$ cat src/rtl/conv_input_ctrl.sv
// conv_input_ctrl
//
// Input-side controller for the convolution engine. Accepts the x (vector) and
// f (filter) sample streams over valid/ready handshakes. Each accepted beat is
// written straight into its storage memory at the next sequential address.
// When both memories hold a complete set, load_done is raised and further input
// is held off. It stays that way until the datapath pulses compute_done.
//
// Optional feature (define the macro to enable):
//   FILTER_HOLD_EN - the filter is loaded once after reset. compute_done clears
//                    only the x counter, so later rounds reload x only.
//
// Ports:
//   clk, reset                  single clock, synchronous active-high reset
//   s_data_in_x/s_valid_x       x sample stream from master
//   s_ready_x                   controller accepts an x sample
//   s_data_in_f/s_valid_f       f sample stream from master
//   s_ready_f                   controller accepts an f sample
//   data_x/addr_x/wr_en_x       x memory write port (SIZE_X deep)
//   data_f/addr_f/wr_en_f       f memory write port (SIZE_F deep)
//   load_done                   both memories complete; level until consumed
//   compute_done                one-cycle pulse: memories may be overwritten
module conv_input_ctrl #(
  parameter int unsigned WIDTH     = 16,
  parameter int unsigned SIZE_X    = 64,
  parameter int unsigned LOGSIZE_X = 6,
  parameter int unsigned SIZE_F    = 8,
  parameter int unsigned LOGSIZE_F = 3
) (
  input  logic                 clk,
  input  logic                 reset,
  // x stream
  input  logic [WIDTH-1:0]     s_data_in_x,
  input  logic                 s_valid_x,
  output logic                 s_ready_x,
  // f stream
  input  logic [WIDTH-1:0]     s_data_in_f,
  input  logic                 s_valid_f,
  output logic                 s_ready_f,
  // x memory write port
  output logic [WIDTH-1:0]     data_x,
  output logic [LOGSIZE_X-1:0] addr_x,
  output logic                 wr_en_x,
  // f memory write port
  output logic [WIDTH-1:0]     data_f,
  output logic [LOGSIZE_F-1:0] addr_f,
  output logic                 wr_en_f,
  // datapath handshake
  output logic                 load_done,
  input  logic                 compute_done
);

  typedef enum logic [0:0] {StLoad, StFull} state_e;

  localparam logic [LOGSIZE_X:0] CntXFull = (LOGSIZE_X + 1)'(SIZE_X);
  localparam logic [LOGSIZE_F:0] CntFFull = (LOGSIZE_F + 1)'(SIZE_F);

  state_e               state_q, state_d;
  logic [LOGSIZE_X:0]   cnt_x_q, cnt_x_d;
  logic [LOGSIZE_F:0]   cnt_f_q, cnt_f_d;
  logic                 acc_x, acc_f;

  // Handshake and memory write port. Ready is a function of state, counters and
  // reset only, never of valid, so there is no combinational valid->ready path.
  always_comb begin
    s_ready_x = 1'b0;
    s_ready_f = 1'b0;
    if (!reset && (state_q == StLoad)) begin
      s_ready_x = (cnt_x_q != CntXFull);
      s_ready_f = (cnt_f_q != CntFFull);
    end

    acc_x = s_valid_x & s_ready_x;
    acc_f = s_valid_f & s_ready_f;

    // Zero-latency write: the memory captures on the same edge as the handshake.
    wr_en_x = acc_x;
    wr_en_f = acc_f;
    data_x  = s_data_in_x;
    data_f  = s_data_in_f;
    // Address forced to zero during reset so a stale count never shows up.
    addr_x  = reset ? '0 : cnt_x_q[LOGSIZE_X-1:0];
    addr_f  = reset ? '0 : cnt_f_q[LOGSIZE_F-1:0];

    load_done = !reset && (state_q == StFull);
  end

  // Next-state and counter logic.
  always_comb begin
    state_d = state_q;
    cnt_x_d = cnt_x_q;
    cnt_f_d = cnt_f_q;

    unique case (state_q)
      StLoad: begin
        cnt_x_d = cnt_x_q + (LOGSIZE_X + 1)'(acc_x);
        cnt_f_d = cnt_f_q + (LOGSIZE_F + 1)'(acc_f);
        // The last beats of the two streams may land on the same or different
        // edges; move to FULL on the edge where both counts are complete.
        if ((cnt_x_d == CntXFull) && (cnt_f_d == CntFFull)) begin
          state_d = StFull;
        end
      end
      StFull: begin
        if (compute_done) begin
          cnt_x_d = '0;
`ifdef FILTER_HOLD_EN
          // Filter stays resident; only reset forces it to be reloaded.
          cnt_f_d = cnt_f_q;
`else
          cnt_f_d = '0;
`endif
          state_d = StLoad;
        end
      end
      default: state_d = StLoad;
    endcase
  end

  always_ff @(posedge clk) begin
    if (reset) begin
      state_q <= StLoad;
      cnt_x_q <= '0;
      cnt_f_q <= '0;
    end else begin
      state_q <= state_d;
      cnt_x_q <= cnt_x_d;
      cnt_f_q <= cnt_f_d;
    end
  end

endmodule

$ cat config.mk
export PLATFORM = sky130hd
export DESIGN_NAME = conv_input_ctrl
export DESIGN_NICKNAME = d
export VERILOG_FILES = /design/src/rtl/conv_input_ctrl.sv
export SDC_FILE = /design/constraint.sdc
export NUM_CORES = 1
export LEC_CHECK = 0
export BUFFER_PORTS_ARGS = -buffer_cell sky130_fd_sc_hd__buf_2
export CAP_MARGIN = 30
export CORE_MARGIN = 3
export CORE_UTILIZATION = 40
export CTS_BUF_LIST = sky130_fd_sc_hd__clkbuf_2
export DETAILED_ROUTE_END_ITERATION = 10
export HOLD_SLACK_MARGIN = 0.06
export PLACE_DENSITY_LB_ADDON = 0.1
export SYNTH_ARGS = -nofsm -noshare
export SYNTH_HDL_FRONTEND = slang
export SYNTH_SLANG_ARGS = --single-unit
$ cat constraint.sdc
create_clock -name clk -period 3.95 [get_ports clk]
set_clock_uncertainty 0.1 [all_clocks]
set_input_delay 0.9875 -clock clk [delete_from_list [all_inputs] [get_ports clk]]
set_output_delay 0.9875 -clock clk [all_outputs]
set_load 0.01 [all_outputs]
==> impl_results.md <==
- Slew headroom: 49.5%
- Post-CTS sizing: 0
- Type of the tightest min-delay check: flip-flop to flip-flop
- GRT Total Usage: 12.8%
- Row count: 18
- Cell variety after synth: 33
- Simple-Gate Fraction of Synth Area: 30.3%
- Final WS setup: 0.923 ns
- Critical R2R Launch: state_q
- Global-route wire length before repair: 3360 microns
- RR Endpoint: cnt_x_q[6]
- DRC: 0
- Hold Crit Depth: 2
- Family with the most delay on the worst path: buffers and inverters
- Status: complete, no violations
- RSZ-0062 raised after global routing: false
- Peak Freq: 0.330 GHz
- Number of nets in the layout: 163
- Clk pin slew, worst setup/hold paths: 0.11 ns
- Critical Path Sink Type: output port
- Compound-cell area share of the yosys netlist: 12.0%
- CTS tree: done
- Multi-input logic area: 543 sq um
- Syn-to-layout area delta: -14.0%
- Port Buf Inserts: 18
- Placed insts: 147
- Number of hold buffers added after cts: 0
- Vias in the first global route: 738
- Yosys reg bits: 12
- WL final: 2050 microns
- Final setup viols: 0
- Worst Path Buf+Inv: 2
- Non-filler cells, final: 150
- IO Count: 83
- Adder-cell share of the synthesized area: 4.63%
- Mux share of post-synthesis cell area: 0%
- CP cell instances: buf_2 > a311oi_1 > and2_1 > buf_2
- Clk_lat worst skew: 0.25 ns
- Largest family of logic cells by synthesized area: simple AND/OR/NAND/NOR gates
- Avg Inst Size Synth: 7.78 sq um
- Post-CTS setup buffer count: 0
- Most common cell after layout, fill and taps aside: buf_2
- Worst ir drop on vdd: 140 uV
- Post-Synth XOR/XNOR Area: 3.24%
- Hold path endpoint: cnt_f_q[3]
- Synth Warn #: 0
- WS Path Type: input pin to output port
- CTS Sinks: 12
- Initial Util: 42.9%
- CP most frequent cell: buf_2
- Vias: 785
- Critical Path RT: 2.86 ns
- Crit path max fanout: 25
- Antenna cells: 0
- Number of DRC markers in iteration 0: 8
- Worst Reg-to-Reg Cells: 7
- Seq/Total Area, Yosys: 22.2%
- FILL cells: 283
- Fin. max-slew vios: 0
- CTS Buffer Depth: 2
- Largest net degree at the start of global routing: 27
- Core area: 2520 sq um
- HP Start: cnt_f_q[3]
- Power Density: 230 nW/um^2
- Gp weighted congestion: 0.766
- Dpl ws: 0.729 ns
- Remaining antenna violation count after routing: 0
- Die ar.: 3360 sq um
- Total grt overflow: 0
- CTS Buf Count: 3
- Layout cells sized above 1: 21.7%
- Register-to-register setup slack: 1.29 ns
- Final hold violations: 0
- Leakage power: 0.362 nW
- Routed wire per std cell: 13.7 microns
- Vias per inst: 5.23
- Nature of the critical path startpoint: input pin
- Root buffer cell: clkbuf_2
- FF+latch area: 240 sq um
- Most frequent cells in the layout: buf_2 (18), dfxtp_1 (12), a21oi_1 (10)
- Delay of the slowest critical-path stage: 0.36 ns
- Synth Net Count: 180
- Slowest CP cell: a311oi_1
- Initial antenna violation count: 0
- Tmin final: 3.03 ns
- Max Cap Violations: 0
- Cells after Synth: 139
- Worst Tran Pin Value: 0.756 ns
- DRT Pass-1 Iters: 4
- Data arrival, critical path: 1.94 ns
- Die width: 58.0 microns
- DP Wirelength: 1530 microns
- Crit share post-route: 76.6%
- Post-synth design cell area: 1080 sq um
- # H-tree levels: 1
- Chip height: 58.0 microns
- TNS Setup: 0 ns
==> cells in the mapped netlist <==
master	instances	share of area, %
dfxtp_1	12	22
nand3b_1	4	2.8
a21oi_1	10	4.6
ha_1	4	4.6
clkbuf_2	1	0.46
and4_1	1	0.81
clkbuf_1	4	1.4
nor4_1	3	1.7
nand3_1	2	0.93
nor3_1	6	2.8
nor2_1	8	2.8
and3_2	1	0.69
and2b_2	1	0.81
o22a_1	1	0.81
a31oi_1	1	0.58
a31o_2	1	0.81
nand3_2	1	0.93
inv_2	1	0.35
o21ai_0	5	2.3
xnor2_1	2	1.6
or4_1	2	1.4
o31ai_1	1	0.69
a311oi_1	1	0.81
buf_4	32	22
a22oi_1	2	1.4
nor2b_1	9	5.2
and2_1	2	1.2
nand2_1	5	1.7
nand2b_1	8	4.6
buf_6	3	3.1
nand4_1	2	1.2
nor4b_1	1	0.81
xor2_1	2	1.6
==> report_power, final <==
part           total (mW)  internal (mW)  leakage, nW  switching, mW
combinational      0.0276         0.0123        0.253         0.0153
sequential          0.127          0.124       0.0971        0.00335
clock              0.0588         0.0207       0.0125         0.0381
==> area by class of cell <==
cell class	count	share of cell area (%)
multi-input cells	86	58.4
flip-flops and latches	12	25.8
repair buffers	18	9.69
well taps	30	4.04
clock buffers	3	1.62
inverters	1	0.404
==> logic make-up (layout without fill, tap and decap cells) <==
group	count (synthesis)	in the layout
AOI/OAI and AO/OA	22	22
xor gates and xnor gates	4	4
adders and majority gates	4	4
buffers and inverters	41	22
DFF	12	12
and+or+nand+nor	56	56
==> tightest hold or removal path, stage by stage (launching register included) <==
cell and delay, ns:
dfxtp_1 0.35, nand2_1 0.06, a21oi_1 0.05
==> worst max path at each step <==
stage | startpoint | endpoint | slack (ns) | cells past startpoint
after floorplan | reset | cnt_x_q[6] | 0.98 | 7
after global placement | reset | cnt_x_q[6] | 0.86 | 8
after detailed placement | reset | cnt_x_q[6] | 0.73 | 8
after CTS | reset | wr_en_x | 0.93 | 4
after global routing | reset | cnt_x_q[6] | 0.74 | 8
final | reset | wr_en_x | 0.92 | 4
==> registers in the layout (all words and copies together) (netlist names) <==
register  cells
cnt_f_q       4
cnt_x_q       7
state_q       1
==> layer usage <==
metal / global-route usage [%] / share of wire, %
met1: 16.6 / 45
met2: 18.9 / 45
met3: 6.24 / 8.6
met4: 3.64 / 1.3
met5: 0 / 0
==> per-stage QoR <==
step | hold slack [ns] | instance area, sq um | util (%) | power, mW
global route | 0.409 | 930 | 36.9 | 0.226
floorplan | 0.357 | 1080 | - | 0.180
detailed placement | 0.380 | 915 | 36.3 | 0.158
CTS | 0.396 | 930 | 36.9 | 0.218
finish | 0.397 | 930 | 36.9 | 0.213
global placement | 0.386 | 915 | 36.3 | 0.158
(Power assumes the default switching activity.)
